File: config.mk
export PLATFORM = sky130hd
export DESIGN_NAME = studio2_keypad_flat
export DESIGN_NICKNAME = d
export VERILOG_FILES = /design/src/rtl/studio2_keypad_if.sv /design/src/rtl/studio2_keypad.sv /design/src/flat_wrapper.sv
export SDC_FILE = /design/constraint.sdc
export NUM_CORES = 1
export LEC_CHECK = 0
export BUFFER_PORTS_ARGS = -buffer_cell sky130_fd_sc_hd__buf_4
export CORE_MARGIN = 2
export CORE_UTILIZATION = 65
export CTS_BUF_LIST = sky130_fd_sc_hd__clkbuf_8
export CTS_CLUSTER_SIZE = 20
export DETAILED_ROUTE_END_ITERATION = 12
export PLACE_DENSITY = 0.84
export SYNTH_ARGS = -nofsm -noshare
export SYNTH_HDL_FRONTEND = slang
export SYNTH_SLANG_ARGS = --single-unit
File: constraint.sdc
create_clock -name clk_sys -period 3.3 [get_ports clk_sys]
set_input_delay 0.33 -clock clk_sys [delete_from_list [all_inputs] [get_ports clk_sys]]
set_output_delay 0.33 -clock clk_sys [all_outputs]
set_load 0.1 [all_outputs]
File: src/rtl/studio2_keypad_if.sv
// Bus-side signals of the Studio II keypad stage.
// PS/2 events and CPU OUT cycles come in; keypad state and EF flags go out.
interface studio2_keypad_if;
  logic [10:0] ps2_key;
  logic        io_out;
  logic [2:0]  io_n;
  logic [7:0]  cpu_dout;
  logic [3:0]  key_sel;
  logic [9:0]  kp1_down;
  logic [9:0]  kp2_down;
  logic        EF3_n;
  logic        EF4_n;

  modport master (
    output ps2_key, io_out, io_n, cpu_dout,
    input  key_sel, kp1_down, kp2_down, EF3_n, EF4_n
  );

  modport slave (
    input  ps2_key, io_out, io_n, cpu_dout,
    output key_sel, kp1_down, kp2_down, EF3_n, EF4_n
  );
endinterface

File: src/rtl/studio2_keypad.sv
// Studio II keypad input stage: PS/2 set-2 scancodes drive two 10-key keypads with
// release stretch; a CPU-written select latch picks the key reported on EF3_n/EF4_n.
module studio2_keypad #(
  parameter int STRETCH_W = 5,
  parameter int STRETCH   = 20
) (
  input logic             clk_sys,
  input logic             reset_n,
  studio2_keypad_if.slave bus
);

  typedef enum logic [1:0] {ST_UP, ST_DOWN, ST_HOLD} key_state_t;

  localparam logic [STRETCH_W-1:0] HOLD_LOAD =
    (STRETCH > 0) ? STRETCH_W'(STRETCH - 1) : '0;

  logic        r_armed;
  logic        r_old_tgl;
  logic [3:0]  r_key_sel;
  logic        r_ef3_n;
  logic        r_ef4_n;
  logic        w_evt;
  logic        w_press;
  logic [19:0] w_code;
  logic [19:0] w_hit;
  logic [19:0] w_down;
  logic [9:0]  w_sel1;
  logic [9:0]  w_sel2;
  logic        w_unused;

  assign w_unused = ^bus.cpu_dout[7:4];

  // armed suppresses a phantom event from whatever toggle level was present at reset.
  assign w_evt   = r_armed && (bus.ps2_key[10] != r_old_tgl);
  assign w_press = bus.ps2_key[9];

  // One-hot key decode: bits 0-9 keypad 1, bits 10-19 keypad 2.
  always_comb begin
    w_code = '0;
    case (bus.ps2_key[7:0])
      8'h45: w_code[0]  = 1'b1;
      8'h16: w_code[1]  = 1'b1;
      8'h1E: w_code[2]  = 1'b1;
      8'h26: w_code[3]  = 1'b1;
      8'h25: w_code[4]  = 1'b1;
      8'h2E: w_code[5]  = 1'b1;
      8'h36: w_code[6]  = 1'b1;
      8'h3D: w_code[7]  = 1'b1;
      8'h3E: w_code[8]  = 1'b1;
      8'h46: w_code[9]  = 1'b1;
      8'h70: w_code[10] = 1'b1;
      8'h69: w_code[11] = 1'b1;
      8'h72: w_code[12] = 1'b1;
      8'h7A: w_code[13] = 1'b1;
      8'h6B: w_code[14] = 1'b1;
      8'h73: w_code[15] = 1'b1;
      8'h74: w_code[16] = 1'b1;
      8'h6C: w_code[17] = 1'b1;
      8'h75: w_code[18] = 1'b1;
      8'h7D: w_code[19] = 1'b1;
      default: w_code = '0;
    endcase
  end

  assign w_hit = (w_evt && !bus.ps2_key[8]) ? w_code : '0;

  genvar gi;
  for (gi = 0; gi < 20; gi++) begin : g_key
    key_state_t           r_state;
    key_state_t           w_state_next;
    logic [STRETCH_W-1:0] r_cnt;
    logic [STRETCH_W-1:0] w_cnt_next;

    always_ff @(posedge clk_sys or negedge reset_n) begin
      if (!reset_n) begin
        r_state <= ST_UP;
        r_cnt   <= '0;
      end else begin
        r_state <= w_state_next;
        r_cnt   <= w_cnt_next;
      end
    end

    always_comb begin
      w_state_next = r_state;
      w_cnt_next   = r_cnt;
      case (r_state)
        ST_UP: begin
          if (w_hit[gi] && w_press) w_state_next = ST_DOWN;
        end
        ST_DOWN: begin
          if (w_hit[gi] && !w_press) begin
            if (STRETCH == 0) begin
              w_state_next = ST_UP;
            end else begin
              w_state_next = ST_HOLD;
              w_cnt_next   = HOLD_LOAD;
            end
          end
        end
        ST_HOLD: begin
          // A break while already releasing does not restart the stretch.
          if (w_hit[gi] && w_press) begin
            w_state_next = ST_DOWN;
            w_cnt_next   = '0;
          end else if (r_cnt == '0) begin
            w_state_next = ST_UP;
          end else begin
            w_cnt_next = r_cnt - STRETCH_W'(1);
          end
        end
        default: w_state_next = ST_UP;
      endcase
    end

    assign w_down[gi] = (r_state != ST_UP);
  end

  // Select values 10-15 match no digit, so both flags stay high.
  for (gi = 0; gi < 10; gi++) begin : g_sel
    assign w_sel1[gi] = (r_key_sel == 4'(gi)) && w_down[gi];
    assign w_sel2[gi] = (r_key_sel == 4'(gi)) && w_down[gi + 10];
  end

  always_ff @(posedge clk_sys or negedge reset_n) begin
    if (!reset_n) begin
      r_armed   <= 1'b0;
      r_old_tgl <= 1'b0;
      r_key_sel <= 4'd0;
      r_ef3_n   <= 1'b1;
      r_ef4_n   <= 1'b1;
    end else begin
      r_armed   <= 1'b1;
      r_old_tgl <= bus.ps2_key[10];
      if (bus.io_out && bus.io_n == 3'd2) r_key_sel <= bus.cpu_dout[3:0];
      r_ef3_n   <= ~|w_sel1;
      r_ef4_n   <= ~|w_sel2;
    end
  end

  assign bus.key_sel  = r_key_sel;
  assign bus.kp1_down = w_down[9:0];
  assign bus.kp2_down = w_down[19:10];
  assign bus.EF3_n    = r_ef3_n;
  assign bus.EF4_n    = r_ef4_n;

endmodule
File: src/flat_wrapper.sv
// flat-port wrapper written by rule: the top's interface ports become plain ports
module studio2_keypad_flat 
#(
  parameter int STRETCH_W = 5,
  parameter int STRETCH   = 20
)
  (clk_sys, reset_n, bus_ps2_key, bus_io_out, bus_io_n, bus_cpu_dout, bus_key_sel, bus_kp1_down, bus_kp2_down, bus_EF3_n, bus_EF4_n);
  studio2_keypad_if bus_i ();
  input logic clk_sys;
  input logic reset_n;
  input wire logic [$bits(bus_i.ps2_key)-1:0] bus_ps2_key;
  input wire logic [$bits(bus_i.io_out)-1:0] bus_io_out;
  input wire logic [$bits(bus_i.io_n)-1:0] bus_io_n;
  input wire logic [$bits(bus_i.cpu_dout)-1:0] bus_cpu_dout;
  output wire logic [$bits(bus_i.key_sel)-1:0] bus_key_sel;
  output wire logic [$bits(bus_i.kp1_down)-1:0] bus_kp1_down;
  output wire logic [$bits(bus_i.kp2_down)-1:0] bus_kp2_down;
  output wire logic [$bits(bus_i.EF3_n)-1:0] bus_EF3_n;
  output wire logic [$bits(bus_i.EF4_n)-1:0] bus_EF4_n;
  assign bus_i.ps2_key = bus_ps2_key;
  assign bus_i.io_out = bus_io_out;
  assign bus_i.io_n = bus_io_n;
  assign bus_i.cpu_dout = bus_cpu_dout;
  assign bus_key_sel = bus_i.key_sel;
  assign bus_kp1_down = bus_i.kp1_down;
  assign bus_kp2_down = bus_i.kp2_down;
  assign bus_EF3_n = bus_i.EF3_n;
  assign bus_EF4_n = bus_i.EF4_n;
  studio2_keypad #(.STRETCH_W(STRETCH_W), .STRETCH(STRETCH)) u_core (.clk_sys(clk_sys), .reset_n(reset_n), .bus(bus_i));
endmodule
Yosys cells after proc, flatten, opt, wreduce, memory -nomap -nowiden
Cells that the tools add are included.
W data, S select, Z words.
{ "word_totals": {"ram_bits": 0, "n_memories": 0, "inputBits": 25, "reg_bits": 148, "rom_bits": 0, "latch_bits": 0} }
{ "classes": {"n_lt_le_gt_ge": 0, "n_reduce_logical": 190, "n_eq_ne": 151, "bitwise": 0, "multipliers": 0, "shift": 0, "n_div": 0, "n_mux": 201, "add_sub_neg": 20} }
{ "op_table": {"columns": ["op", "n"], "rows": [
  ["$mux W5", 60],
  ["$pmux W5 S2", 20],
  ["$mux W2", 80],
  ["$pmux W2 S3", 20],
  ["$reduce_and A3 Y1", 40],
  ["$logic_not A5 Y1", 20],
  ["$sub A5 B1 Y5 const B", 20],
  ["$eq A8 B7 Y1 const B", 12],
  ["$ne A2 B1 Y1 const B", 40],
  ["$reduce_bool A2 Y1", 40],
  ["$logic_and A1 B1 Y1", 63],
  ["$ne A3 B1 Y1 const B", 20],
  ["$ne A3 B2 Y1 const B", 20],
  ["$eq A8 B6 Y1 const B", 6],
  ["$eq A2 B1 Y1 const B", 20],
  ["$eq A2 B2 Y1 const B", 20],
  ["$logic_not A2 Y1", 20],
  ["$mux W1", 20],
  ["$mux W20", 1],
  ["$reduce_or A10 Y1", 2],
  ["$eq A4 B3 Y1 const B", 4],
  ["$eq A8 B5 Y1 const B", 2],
  ["$eq A4 B2 Y1 const B", 2],
  ["$eq A4 B4 Y1 const B", 2],
  ["5 further kinds", 8]
]} }

Logic depth before layout (Yosys ltp)
Gate-level depths: netlist of the first run.
{ "depth": {"ltp_word": 7, "ltp_mapped": 7, "depth_no_buf": 7} }

Worst setup path before layout of the first run
OpenSTA, ideal clock, no wires.
{ "synth_timing": {"kind": "in2reg", "from": "input port bus_ps2_key[8]", "to": "register u_core.g_key[8].r_state[0]", "setup_slack_ps": 1200, "arrival_ps": 1973, "setup_ps": 128, "required_time_ps": 3172, "stages": 6, "cell_sequence": "nand3b_1 -> buf_2 -> nor4_2 -> nor2_1 -> a21oi_1 -> mux2_1"} }
{ "synth_via": {"elab_chain_len": 6, "word_cells_on_any_way": 11} }
{ "synth_rtl": {"columns": ["item", "line", "source"], "rows": [
  ["start, declared", "flat_wrapper.sv:11", "input wire logic [$bits(bus_i.ps2_key)-1:0] bus_ps2_key;"],
  ["$logic_not A1 Y1 *", "studio2_keypad.sv:65", "assign w_hit = (w_evt && !bus.ps2_key[8]) ? w_code : '0;"],
  ["$logic_and A1 B1 Y1 *", "studio2_keypad.sv:65", null],
  ["$mux W20 *", "studio2_keypad.sv:65", null],
  ["$logic_and A1 B1 Y1 (on tied branches)", "studio2_keypad.sv:89, studio2_keypad.sv:103, studio2_keypad.sv:92", null],
  ["$ne A3 B1 Y1 (no line), or another cell as far along", null, null],
  ["$reduce_and A3 Y1 (no line) or $pmux W2 S3 (tied branches)", null, null],
  ["end signal, assigned", "studio2_keypad.sv:79", "r_state <= w_state_next;"],
  ["end, declared", "studio2_keypad.sv:69", "key_state_t r_state;"]
]} }
Every way passes the cells marked *; elsewhere a longest branch is shown, timed or not.
A chain may end at the register's enable or synchronous reset.

Worst setup path in the final report of the first run
{ "layout_timing": {"from": "register u_core.r_armed", "to": "register u_core.g_key[12].r_cnt[1]"} }
{ "layout_via": {"elab_chain_len": 6, "word_cells_on_any_way": 10} }
{ "layout_rtl": {"columns": ["item", "line", "source"], "rows": [
  ["start, declared", "studio2_keypad.sv:17", "logic r_armed;"],
  ["start signal, assigned", "studio2_keypad.sv:127", "r_armed <= 1'b0;"],
  ["start signal, assigned", "studio2_keypad.sv:133", "r_armed <= 1'b1;"],
  ["$logic_and A1 B1 Y1 *", "studio2_keypad.sv:34", "assign w_evt = r_armed && (bus.ps2_key[10] != r_old_tgl);"],
  ["$logic_and A1 B1 Y1 *", "studio2_keypad.sv:65", null],
  ["$mux W20 *", "studio2_keypad.sv:65", null],
  ["$logic_and A1 B1 Y1 (on tied branches)", "studio2_keypad.sv:103, studio2_keypad.sv:92", null],
  ["$ne A3 B2 Y1 (no line), or another cell as far along", null, null],
  ["$reduce_and A3 Y1 (no line) or $pmux W5 S2 (tied branches)", null, null],
  ["end signal, assigned", "studio2_keypad.sv:80", "r_cnt <= w_cnt_next;"],
  ["end, declared", "studio2_keypad.sv:71", "logic [STRETCH_W-1:0] r_cnt;"]
]} }
Marked as above.

==> results.txt, run 1 <==
----------------------------------------------------
[Logic synthesis]
  Post-Synthesis Mean Instance Area ... a little over 9 um2
  Summed instance area of the synthesized netlist ... 0.0104 mm2
  #FFs+latches synth ... 148
  Cell count after synthesis ... 1118
  Count of synthesis-stage warnings from yosys ... 0
  Cell taking the most area after synthesis ... sky130_fd_sc_hd__dfrtp_1
  Post-synth top area share ... between 30% and 40%
  Number of library cell types mapped by synthesis ... 87
  Predominant post-synthesis flop cell ... sky130_fd_sc_hd__dfrtp_1
  EDFF count, synth ... 0
  Seq/Total Area, Yosys ... a little over a third
  Async set or reset register ratio after synthesis ... 100%
  Syn_nets ... ~1200
  Most area-consuming cells after synthesis ... sky130_fd_sc_hd__dfrtp_1 35%, sky130_fd_sc_hd__ha_1 12%, sky130_fd_sc_hd__o21ai_0 6.2%, sky130_fd_sc_hd__inv_1 4.6%, sky130_fd_sc_hd__a22o_1 4.3%

[Detailed routing]
  Vias per cell ... approximately 6.3
  Final routed DRC violation total ... 0
  Routed length per placed instance ... approximately 17 um
  Drt total wl ... 23500 um
  Remaining antenna violation count after routing ... 0
  Initial drt markers ... ~650
  Number of vias after detailed routing ... about 8800
  Number of detailed-route iterations in the first pass ... 5

[Clock tree]
  Number of setup buffers added after CTS ... 0
  Clock sink count ... 148
  CTS Hold Buffers Added ... 1
  Cell at the root of the clock tree ... sky130_fd_sc_hd__clkbuf_8
  Clock latency at the later pin of the worst-skew pair ... ~470 ps
  CTS H-Tree Depth ... 4
  Deepest clock path buffer count ... 2
  Clock slew at reported path FFs ... approximately 80 ps
  Quantity of gates resized following cts ... 0
  Number of buffers added by the clock tree synthesis step ... 17
  Clock tree from TritonCTS ... built

[Run status]
  Outcome ... completed

[Global routing]
  Number of global-route vias before repair ... between 8000 and 9000
  Tot GR Track Use ... about 29%
  Antenna violations before repair ... 0
  First-pass GRT wire length ... 39300 um
  Total global routing overflow ... 0
  Maximum number of pins on one net before global-route repair ... slightly below 70

[Worst setup path]
  RR Startpoint ... u_core.r_armed$_DFF_PN0_
  Crit. Startpoint ... u_core.r_armed$_DFF_PN0_
  Worst setup path class ... reg2reg
  Worst setup SP type ... register
  Maximum net fanout on the critical path ... 11
  WP data required ... between 3000 and 4000 ps
  Critical path arrival ... 2880 ps
  Endpoint kind of the worst setup timing path ... register

[Placement]
  Number of port buffers ... between 40 and 50
  Post-place setup slack ... a little over 700 ps
  Gp weighted congestion ... 0.883
  Detail Placement HPWL ... 17100 um
  Placed insts ... between 1000 and 1500

[Final layout]
  Post-layout instance count excluding filler cells ... 1396
  Fraction of final layout cells with drive strength greater than 1 ... between 10% and 20%
  Antenna cells ... 0
  Filler Cells Inserted ... roughly 1200
  Layout net count ... 1292
  Final core area utilization ... 72.3%
  Layout area overhead ... 9.39%

[STA]
  Total Negative Setup Slacks ... 0 ps
  Final Hold Fails ... 0
  Setup repair after global routing missed its margin ... false
  Slew Limit Headroom ... between 20% and 30%
  Total setup violations reported at the end of the flow ... 0
  Fmax ... about 400 MHz
  Final worst slack ... around 770 ps
  Portion of the clock cycle consumed by the worst path in the final layout ... about 77%
  Number of max-slew violations in the final report ... 0
  Shortest clock period the worst path allows after layout ... 2530 ps
  Worst clock skew on the final layout ... about 15 ps
  Actual slew at the worst max-slew pin ... 1130 ps

[Run]
  Maximum Capacitance Violations ... 0

[Die]
  Die area ... 0.0171 mm2
  Num rows ... 46
  Io pins ... 51
  Effective utilization at floorplan ... 66.1%
  Area of the placeable core ... around 0.016 mm2
  Horizontal die dimension ... 131 um
  Chip height ... 131 um

[Pwr]
  Leak pwr ... 5.10 nW
  Post-route total power ... between 10 and 15 mW
  Max rail drop VDD ... 0.900 mV
  Power Dens Cells ... 949 mW/mm2

[Min path]
  Start point of the worst hold path ... bus_ps2_key[10]
  Worst min path class ... in2reg

----------------------------------------------------
[cell type report]
| class | instances | area (um2) | share of cell area, % |
|---|---|---|---|
| clock buffers | 22 | 303 | 2.66 |
| clock inverters | 10 | 121 | 1.06 |
| inverters | 127 | 477 | 4.18 |
| multi-input cells | 820 | 6120 | 53.7 |
| flip-flops and latches | 148 | 3710 | 32.5 |
| well taps | 216 | 270 | 2.37 |
| repair buffers | 53 | 404 | 3.54 |
[through the flow]
| stage | hold WS [ps] | instance area (um2) |
|---|---|---|
| after floorplan | 34.4 | 10400 |
| after global placement | 372 | 11000 |
| after detailed placement | 376 | 11000 |
| after CTS | 17.0 | 11400 |
| after global routing | 27.7 | 11400 |
| final | 33.5 | 11400 |
[cells in the final DEF (no fill, tap or decap), drive strengths merged, types with 17 or more instances in the layout]
master | netlist | routed
o21ai | 151 | 151
dfrtp | 146 | 146
inv | 127 | 128
ha | 100 | 100
nor2 | 73 | 73
buf | 15 | 52
a21oi | 51 | 51
a22o | 51 | 51
nand2 | 42 | 42
nor4 | 33 | 33
nor3 | 27 | 27
nand2b | 25 | 25
nand4 | 22 | 22
clkbuf | 8 | 22
or4b | 21 | 21
o22a | 17 | 17
[cells by family (layout without fill, tap and decap cells)]
kind of cell	after synthesis	after routing	synth area share, %
compound gates	374	374	24.1
xor+xnor	2	2	0.348
fa+ha+maj	100	100	12.0
buf+inv	150	212	5.73
flops	148	148	35.6
mux	13	13	1.39
other cells	1	1	0.0360
simple gates	330	330	20.8
[power by group]
part	internal, mW	switching [mW]	total [mW]	leakage (nW)
sequential	2.52	0.685	3.21	1.80
combinational	2.32	3.79	6.11	3.10
clock	0.776	0.731	1.51	0.204
total	5.61	5.21	10.8	5.10
[critical path, cell delays in order, from the launching register on]
cell,delay [ps]
sky130_fd_sc_hd__dfrtp_1,380
sky130_fd_sc_hd__or3b_1,700
sky130_fd_sc_hd__o41ai_2,560
sky130_fd_sc_hd__and2_0,360
sky130_fd_sc_hd__o21ai_1,150
sky130_fd_sc_hd__a22o_1,260
[routing by layer]
metal	up-vias	wire (um)	GRT usage, %
li1	4247	-	-
met1	4313	10700	38.6
met2	217	11100	47.4
met3	37	1320	5.58
met4	0	473	9.32
met5	-	0	0
[Yosys cell counts, types with 13 or more instances]
master and instances:
sky130_fd_sc_hd__o21ai_0 129, sky130_fd_sc_hd__nor3_1 26, sky130_fd_sc_hd__or4b_2 16, sky130_fd_sc_hd__dfrtp_1 146, sky130_fd_sc_hd__a22o_1 51, sky130_fd_sc_hd__nor2_1 72, sky130_fd_sc_hd__ha_1 100, sky130_fd_sc_hd__o31ai_1 14
sky130_fd_sc_hd__o21ai_1 22, sky130_fd_sc_hd__inv_1 127, sky130_fd_sc_hd__nor4_1 14, sky130_fd_sc_hd__nor4_2 14, sky130_fd_sc_hd__nand2_1 42, sky130_fd_sc_hd__o22a_1 17, sky130_fd_sc_hd__a21oi_1 51, sky130_fd_sc_hd__nand4_1 22
sky130_fd_sc_hd__nand2b_1 25, sky130_fd_sc_hd__nor2b_1 13
[flip-flops by register name, indices dropped and copies added (netlist names)]
register and count:
u_core.bus.EF3_n 1, u_core.bus.EF4_n 1, u_core.bus.key_sel 4, u_core.g_key.r_cnt 100, u_core.g_key.r_state 40, u_core.r_armed 1
u_core.r_old_tgl 1
[final timing paths]
check                                                              end  slack [ps]  depth (start not counted)
worst max-delay path             u_core.g_key[12].r_cnt[1]$_DFFE_PN0P_         770                          5
worst min-delay path                        u_core.r_old_tgl$_DFF_PN0_          30                          1
worst max register to register   u_core.g_key[12].r_cnt[1]$_DFFE_PN0P_         770                          5
worst min register to register   u_core.g_key[14].r_cnt[4]$_DFFE_PN0P_         500                          1
max in group asynchronous       u_core.g_key[7].r_state[1]$_DFFE_PN0P_        2030                          3
min in group asynchronous         u_core.g_key[0].r_cnt[3]$_DFFE_PN0P_         400                          2
(Power assumes the default switching activity.)
==> run 2: changes to the inputs <==
Settings changed: ABC_AREA from default to 1.
Clock period 3.3 ns to 2.33 ns, I/O delays scaled along.
==> run 2 against run 1 <==
Net effect: routed wire length is 6.1% higher; final cell count rose by 38%; global-route usage shrank 0.52 points.
==> results.txt, run 2 <==
----------------------------------------------------
[Run status]
  Outcome ... completed

[Logic synthesis]
  Number of library cell types mapped by synthesis ... 33
  Top cells by count, synth ... 661 x sky130_fd_sc_hd__nand2_1, 213 x sky130_fd_sc_hd__inv_1, 146 x sky130_fd_sc_hd__dfrtp_1
  Post-synthesis share of cell area spent on full adders, half adders and majority gates ... between 10 and 15%
  Synthesized-area fraction occupied by xor and xnor cells ... between 2 and 2.5%
  Most instantiated library cell after synthesis ... sky130_fd_sc_hd__nand2_1
  Syn_nets ... around 1700
  Compound-cell area share of the yosys netlist ... ~2.8%
  Predominant post-synthesis flop cell ... sky130_fd_sc_hd__dfrtp_1
  Cell count after synthesis ... roughly 1600
  Count of synthesis-stage warnings from yosys ... 0
  Async set or reset register ratio after synthesis ... 100%
  Cell taking the most area after synthesis ... sky130_fd_sc_hd__dfrtp_1
  Post-Synthesis Mean Instance Area ... between 7 and 8 um2
  Most area-consuming cells after synthesis ... sky130_fd_sc_hd__dfrtp_1 32%, sky130_fd_sc_hd__nand2_1 22%, sky130_fd_sc_hd__ha_1 11%, sky130_fd_sc_hd__inv_1 7.1%, sky130_fd_sc_hd__nand3_1 6.0%
  Seq/Total Area, Yosys ... between 30 and 40%
  Combinational family with the most area after synthesis ... simple AND/OR/NAND/NOR gates
  Summed instance area of the synthesized netlist ... between 0.01 and 0.015 mm2
  Post-synth top area share ... between 30 and 40%
  #FFs+latches synth ... between 100 and 150
  Share of synthesized area spent on multiplexers ... less than 1%
  Fraction of the mapped netlist area in simple logic gates ... a little over two fifths
  EDFF count, synth ... 0

[Die]
  Effective utilization at floorplan ... 66.0%
  Area of the placeable core ... 0.0172 mm2
  Chip height ... 136 um
  Io pins ... a little over 50
  Die area ... between 0.015 and 0.02 mm2
  Num rows ... 48
  Horizontal die dimension ... around 140 um

[Detailed routing]
  Number of vias after detailed routing ... about 10000
  Number of detailed-route iterations in the first pass ... 6
  Routed length per placed instance ... approximately 13 um
  Remaining antenna violation count after routing ... 0
  Drt total wl ... between 20000 and 25000 um
  Initial drt markers ... roughly 700
  Final routed DRC violation total ... 0
  Vias per cell ... between 5 and 6

[Final layout]
  Most frequent cells in the layout ... 661 x sky130_fd_sc_hd__nand2_1, 213 x sky130_fd_sc_hd__inv_1, 146 x sky130_fd_sc_hd__dfrtp_1
  Fraction of final layout cells with drive strength greater than 1 ... between 10% and 20%
  Flip-flop count of the largest register, all copies and words added ... 100
  Final core area utilization ... approximately 72%
  Post-layout instance count excluding filler cells ... 1920
  Layout net count ... about 1800
  Filler Cells Inserted ... about 1400
  Antenna cells ... 0
  Leading cell type in the layout, fill and taps excluded ... sky130_fd_sc_hd__nand2_1
  Layout area overhead ... 9.48%
  Top reg by flops ... u_core.g_key.r_cnt

[Placement]
  Post-place setup slack ... about 400 ps
  Number of port buffers ... 46
  Placed insts ... 1882
  Gp weighted congestion ... 0.897
  Detail Placement HPWL ... ~18000 um

[Worst setup path]
  Critical path arrival ... 2330 ps
  RR Startpoint ... u_core.r_old_tgl$_DFF_PN0_
  Internal reg-to-reg setup slack ... 440 ps
  Critical path, cell by cell ... dlygate4sd3_1 -> buf_4 -> nand2_1 -> nand2_2 -> nor2_8 -> buf_12 -> nand3_2 -> nand2_2 -> nand3_1 -> nand2_1 -> nand2_1
  Peak per-stage delay on the critical path ... roughly 540 ps
  Worst setup path class ... in2reg
  Destination of the critical timing path ... u_core.g_key[10].r_cnt[0]$_DFFE_PN0P_
  Endpoint kind of the worst setup timing path ... register
  Slowest stage cell on the critical path ... sky130_fd_sc_hd__dlygate4sd3_1
  WP data required ... roughly 2700 ps
  Reg2reg path depth ... 9
  Maximum net fanout on the critical path ... 54
  Most used cell, CP ... sky130_fd_sc_hd__nand2_1
  Crit. Startpoint ... bus_ps2_key[10]
  Worst setup SP type ... primary input
  Endpoint of the lowest-slack register-to-register path ... u_core.g_key[10].r_cnt[0]$_DFFE_PN0P_

[Clock tree]
  Number of setup buffers added after CTS ... 0
  Number of buffers added by the clock tree synthesis step ... 17
  Deepest clock path buffer count ... 2
  Cell at the root of the clock tree ... sky130_fd_sc_hd__clkbuf_8
  Clock sink count ... 148
  CTS H-Tree Depth ... 4
  Clock slew at reported path FFs ... ~90 ps
  Clock latency at the later pin of the worst-skew pair ... 480 ps
  Clock tree from TritonCTS ... built

[STA]
  Shortest clock period the worst path allows after layout ... between 1500 and 2000 ps
  Number of max-slew violations in the final report ... 0
  Total Negative Setup Slacks ... 0 ps
  Final worst slack ... around 380 ps
  Slew Limit Headroom ... about two thirds
  Actual slew at the worst max-slew pin ... 499 ps
  Total setup violations reported at the end of the flow ... 0
  Final Hold Fails ... 0
  Fmax ... 512 MHz
  Setup repair after global routing missed its margin ... false
  Worst clock skew on the final layout ... ~21 ps
  Portion of the clock cycle consumed by the worst path in the final layout ... 83.8%

[Pwr]
  Max rail drop VDD ... approximately 1.2 mV
  Power Dens Cells ... between 1000 and 1500 mW/mm2
  Leak pwr ... about 6.7 nW

[Global routing]
  Tot GR Track Use ... 28.3%
  Total global routing overflow ... 0
  Maximum number of pins on one net before global-route repair ... 62
  First-pass GRT wire length ... around 42000 um
  Antenna violations before repair ... 0
  Number of global-route vias before repair ... around 9400

[Run]
  Maximum Capacitance Violations ... 0

[Min path]
  Worst min path class ... in2reg

----------------------------------------------------
-- run 2: kinds of logic after synthesis --
family,Yosys count
flops,148
simple gates,1053
other cells,1
mux,2
fa+ha+maj,100
buf+inv,232
compound gates,49
xor+xnor,32
-- run 2: worst min path at each step --
| stage | end | start | cells past startpoint |
|---|---|---|---|
| after floorplan | u_core.bus.key_sel[0]$_DFFE_PN0P_ | reset_n | 0 |
| after detailed placement | u_core.g_key[17].r_cnt[3]$_DFFE_PN0P_ | reset_n | 1 |
| final | u_core.bus.key_sel[2]$_DFFE_PN0P_ | bus_io_n[2] | 4 |
| after global placement | u_core.g_key[17].r_cnt[3]$_DFFE_PN0P_ | reset_n | 1 |
| after CTS | u_core.bus.key_sel[2]$_DFFE_PN0P_ | bus_io_n[2] | 4 |
| after global routing | u_core.bus.key_sel[2]$_DFFE_PN0P_ | bus_io_n[2] | 4 |
-- run 2: where the power goes --
part / internal [mW] / leakage [nW] / total, mW / switching, mW
clock: 1.02 / 0.191 / 2.09 / 1.07
combinational: 3.73 / 4.72 / 11.3 / 7.59
sequential: 3.77 / 1.83 / 4.83 / 1.06
-- run 2: area by class of cell --
cell class	instances	area, um2	area share (%)
inverter	219	822	6.62
multi-input combinational	1237	6690	53.9
clock buffer	19	262	2.11
tap	225	282	2.27
sequential	148	3710	29.9
timing repair buffer	59	499	4.02
clock inverter	13	146	1.18
-- run 2: timing repair --
action | in CTS | in global routing
endpoints found under the hold margin | 45 | 0
hold buffers | 6 | 0
gates resized for setup | 0 | 0
-- run 2: layer usage --
layer	GRT usage, %	routed length [um]	vias to the layer above
li1	-	-	5155
met1	35.9	11100	4752
met2	48.6	12300	202
met3	5.26	1050	40
met4	9.14	491	0
met5	0	0	-
-- run 2: critical path, delay by kind of cell --
kind | cells | cell delay (ps)
buffers and inverters | 3 | 1020
and+or+nand+nor | 8 | 1040
-- run 2: stage by stage --
step | instance area (um2) | total power, mW | hold slack [ps]
CTS | 12400 | 18.2 | 148
global route | 12400 | 20.0 | 195
detailed placement | 11900 | 16.0 | 199
floorplan | 11300 | 13.7 | -62.6
global placement | 11900 | 15.6 | 196
finish | 12400 | 18.2 | 163
==> run 3: changes to the inputs <==
Settings changed: ABC_AREA 1 to 0, CORE_UTILIZATION 65 to 64, PLACE_DENSITY 0.84 to 0.83.
Clock period 2.33 ns to 1.8 ns, I/O delays scaled along.
==> run 3 against run 2 <==
Net effect: the flow now stops in 5_1_grt; synthesized cell count fell by 31%; area after synthesis is 8.0% lower.
==> results.txt, run 3 <==
----------------------------------------------------
[Global routing]
  Tot GR Track Use ... about three quarters
  Total global routing overflow ... 19
  Maximum number of pins on one net before global-route repair ... between 40 and 50

[Placement]
  Detail Placement HPWL ... 20500 um
  Post-place setup slack ... -281 ps
  Number of port buffers ... 46
  Gp weighted congestion ... 0.898
  Cell Area, Placed ... roughly 0.013 mm2

[Logic synthesis]
  Post-Synthesis Mean Instance Area ... 9.32 um2
  Top cells by count, synth ... 146 x sky130_fd_sc_hd__dfrtp_1, 129 x sky130_fd_sc_hd__o21ai_0, 127 x sky130_fd_sc_hd__inv_1
  Predominant post-synthesis flop cell ... sky130_fd_sc_hd__dfrtp_1
  Most area-consuming cells after synthesis ... sky130_fd_sc_hd__dfrtp_1 35%, sky130_fd_sc_hd__ha_1 12%, sky130_fd_sc_hd__o21ai_0 6.2%, sky130_fd_sc_hd__inv_1 4.6%, sky130_fd_sc_hd__a22o_1 4.3%
  Combinational family with the most area after synthesis ... compound AO/OA/AOI/OAI gates
  Compound-cell area share of the yosys netlist ... 24.1%
  Summed instance area of the synthesized netlist ... 0.0104 mm2
  Synthesized-area fraction occupied by xor and xnor cells ... less than 1%
  Fraction of the mapped netlist area in simple logic gates ... about a fifth
  Cell count after synthesis ... ~1100
  Number of library cell types mapped by synthesis ... 87
  Async set or reset register ratio after synthesis ... between 90% and 100%
  EDFF count, synth ... 0
  Seq/Total Area, Yosys ... 35.6%
  Cell taking the most area after synthesis ... sky130_fd_sc_hd__dfrtp_1
  Post-synthesis share of cell area spent on full adders, half adders and majority gates ... between 10% and 20%
  Post-synth top area share ... roughly a third
  Most instantiated library cell after synthesis ... sky130_fd_sc_hd__dfrtp_1
  Share of synthesized area spent on multiplexers ... 1.39%
  Syn_nets ... approximately 1200
  Count of synthesis-stage warnings from yosys ... 0
  #FFs+latches synth ... roughly 150

[STA]
  End pin of the worst setup path after global-route repair ... u_core.g_key[4].r_state[0]$_DFFE_PN0P_/D
  Kind of endpoint with the least setup slack ... register input

[Clock tree]
  CTS H-Tree Depth ... 4
  Clock sink count ... around 150
  Deepest clock path buffer count ... 2
  Number of buffers added by the clock tree synthesis step ... 17
  Cell at the root of the clock tree ... sky130_fd_sc_hd__clkbuf_8

[Run status]
  Stop stage ... 5_1_grt
  Outcome ... did not finish
  Error Message ... [ERROR GRT-0232] Routing congestion too high. Check the congestion heatmap in the GUI.

[Die]
  Num rows ... 46
  Io pins ... 51
  Horizontal die dimension ... 132 um
  Chip height ... 132 um
  Effective utilization at floorplan ... approximately 66%

----------------------------------------------------
[run 3: timing repair]
item / 4_1_cts
resized for setup: 169
pin swaps: 72
hold buffers: 6
endpoints found under the setup margin: 135
gates cloned: 2
setup buffers: 43
hold endpoints to repair: 46
[run 3: per-layer routing]
layer / overflow / GRT usage, %
met4: 10 / 79.6
met2: 8 / 92.8
met1: 1 / 74.1
met5: 0 / 8.19
met3: 0 / 54.6
[run 3: through the flow]
step / util, % / instances / setup TNS (ps) / hold slack, ps
floorplan: - / 1118 / -3870 / -116
global placement: 80.1 / 1554 / -9400 / 134
detailed placement: 80.1 / 1554 / -14710 / 136
CTS: 88.9 / 1636 / -5090 / 112
[run 3: cell families after synthesis]
group / count (synthesis)
adder cells (fa/ha/maj): 100
other: 1
XOR/XNOR: 2
multiplexers: 13
AND/OR/NAND/NOR: 330
flip-flops: 148
buffers and inverters: 150
AO/OA/AOI/OAI: 374
==> run 4: changes to the inputs <==
Settings changed: CORE_UTILIZATION 64 to 40, CTS_BUF_LIST sky130_fd_sc_hd__clkbuf_8 to default, CTS_CLUSTER_SIZE 20 to default, PLACE_DENSITY 0.83 to default, PLACE_DENSITY_LB_ADDON from default to 0.15.
==> run 4 against run 3 <==
Net effect: the flow now finishes, with violations (negative setup slack).
==> results.txt, run 4 (synthesis results as in run 1) <==
----------------------------------------------------
[Min path]
  Start point of the worst hold path ... bus_io_n[0]
  Worst min path class ... in2reg

[Final layout]
  Layout net count ... approximately 1600
  Post-Layout Inst Area ... roughly 0.015 mm2
  Filler Cells Inserted ... ~2100
  Fraction of final layout cells with drive strength greater than 1 ... between 40% and 50%
  Leading cell type in the layout, fill and taps excluded ... sky130_fd_sc_hd__buf_4
  Antenna cells ... 0
  Final core area utilization ... about three fifths
  Top reg by flops ... u_core.g_key.r_cnt
  Layout area overhead ... 48.7%
  Flip-flop count of the largest register, all copies and words added ... 100
  Most frequent cells in the layout ... 276 x sky130_fd_sc_hd__buf_4, 141 x sky130_fd_sc_hd__dfrtp_1, 110 x sky130_fd_sc_hd__inv_1

[Pwr]
  Net Sw Power ... about 12 mW
  Fraction of power spent switching nets ... roughly 44%
  Clock group share of total power ... 13.8%
  Post-route total power ... between 20 and 30 mW
  Power Dens Cells ... ~1700 mW/mm2
  Cell internal power dissipation ... between 10 and 15 mW
  Combinational group share of total power ... approximately 65%
  Max rail drop VDD ... 1.65 mV
  Share of total power in sequential cells ... a little over a fifth
  Leak pwr ... just over 7 nW

[Detailed routing]
  Final routed DRC violation total ... 0
  Number of detailed-route iterations in the first pass ... 7
  Drt total wl ... between 20000 and 30000 um
  Remaining antenna violation count after routing ... 0
  Initial drt markers ... just under 500
  Vias per cell ... around 5.5
  Number of vias after detailed routing ... around 10000
  Routed length per placed instance ... 16.2 um

[Clock tree]
  Number of buffers added by the clock tree synthesis step ... 17
  Deepest clock path buffer count ... 2
  Cell at the root of the clock tree ... sky130_fd_sc_hd__clkbuf_16
  Clock tree from TritonCTS ... built
  Clock sink count ... between 100 and 150
  Clock latency at the later pin of the worst-skew pair ... ~430 ps
  CTS H-Tree Depth ... 4
  Clock slew at reported path FFs ... 70 ps

[Placement]
  Cell Area, Placed ... 0.0131 mm2
  Post-place setup slack ... -280 ps
  Gp weighted congestion ... between 0.8 and 0.9
  Number of port buffers ... 46
  Detail Placement HPWL ... ~21000 um

[Worst setup path]
  Critical path arrival ... around 2400 ps
  Worst setup SP type ... register
  Worst setup path class ... reg2reg
  WP data required ... roughly 2200 ps
  Crit. Startpoint ... u_core.r_armed$_DFF_PN0_
  Maximum net fanout on the critical path ... 4
  RR Startpoint ... u_core.r_armed$_DFF_PN0_
  Endpoint kind of the worst setup timing path ... register

[Die]
  Horizontal die dimension ... between 150 and 200 um
  Num rows ... 59
  Effective utilization at floorplan ... about two fifths
  Area of the placeable core ... ~0.026 mm2
  Io pins ... 51
  Die area ... around 0.027 mm2
  Chip height ... approximately 170 um

[Run]
  Maximum Capacitance Violations ... 0

[STA]
  Total setup violations reported at the end of the flow ... 97
  Slew Limit Headroom ... about 64%
  Fmax ... 498 MHz
  Final worst slack ... -207 ps
  Total Negative Setup Slacks ... -7320 ps
  Actual slew at the worst max-slew pin ... 526 ps
  Setup repair after global routing missed its margin ... true
  Number of max-slew violations in the final report ... 0
  Portion of the clock cycle consumed by the worst path in the final layout ... 112%
  Worst clock skew on the final layout ... about 14 ps
  Shortest clock period the worst path allows after layout ... approximately 2000 ps
  Final Hold Fails ... 0

[Global routing]
  Maximum number of pins on one net before global-route repair ... between 50 and 60
  First-pass GRT wire length ... between 40000 and 50000 um
  Tot GR Track Use ... about a fifth
  Number of global-route vias before repair ... around 9500
  Antenna violations before repair ... 0
  Total global routing overflow ... 0

[Run status]
  Violations in the final reports ... negative setup slack
  Outcome ... finished, violations left

----------------------------------------------------
-- run 4: worst paths after layout --
kind	slack (ps)	end	depth (start not counted)
hold / removal	180	u_core.bus.key_sel[0]$_DFFE_PN0P_	5
min in group asynchronous	240	u_core.g_key[14].r_cnt[0]$_DFFE_PN0P_	2
setup reg to reg	-210	u_core.g_key[11].r_cnt[2]$_DFFE_PN0P_	7
setup / recovery	-210	u_core.g_key[11].r_cnt[2]$_DFFE_PN0P_	7
max in group asynchronous	900	u_core.bus.EF3_n$_DFF_PN1_	3
hold reg to reg	500	u_core.g_key[14].r_cnt[4]$_DFFE_PN0P_	1
-- run 4: worst max-delay path, cell delays in order, from the launching register on --
cell	delay [ps]
sky130_fd_sc_hd__dfrtp_1	360
sky130_fd_sc_hd__or3b_4	430
sky130_fd_sc_hd__buf_8	160
sky130_fd_sc_hd__nor4_4	370
sky130_fd_sc_hd__buf_4	190
sky130_fd_sc_hd__o21ai_4	60
sky130_fd_sc_hd__o31a_1	250
sky130_fd_sc_hd__o21ai_1	120
-- run 4: stage by stage --
stage	hold slack, ps	std cells
5_1_grt	194	1804
6_report	181	1804
3_5_place_dp	121	1708
4_1_cts	166	1769
3_3_place_gp	121	1708
2_1_floorplan	-116	1118
-- run 4: timing repair --
action                                 in CTS  in global routing
pin swaps                                  80                 95
gates resized for setup                   158                212
hold buffers                                6                  0
gates cloned                                2                  0
buffers inserted                           23                 37
setup endpoints to repair                 139                152
endpoints found under the hold margin      38                  0
-- run 4: per-layer routing --
layer / GRT usage (%) / part of all wire, % / wire length (um)
met2: 36.4 / 49 / 14300
met4: 5.68 / 1.7 / 511
met5: 0 / 0 / 0
met1: 27.9 / 46 / 13300
met3: 3.67 / 3.6 / 1040
-- run 4: layout make-up --
type                            instances  area [um2]  share of cell area [%]
Multi-Input combinational cell        821        7360                    47.5
Tap cell                              335         419                    2.71
Timing Repair Buffer                  341        2940                    19.0
Clock inverter                         12         119                   0.767
Sequential cell                       148        3710                    24.0
Clock buffer                           20         467                    3.01
Inverter                              127         484                    3.13
-- run 4: power groups by stage --
stage	combinational (mW)	sequential (mW)	clock (mW)
after floorplan	9.01	5.84	0
after global placement	13.6	5.60	0
after detailed placement	13.8	5.63	0
after CTS	15.0	5.60	3.70
after global routing	18.4	5.82	3.82
final	16.9	5.65	3.60
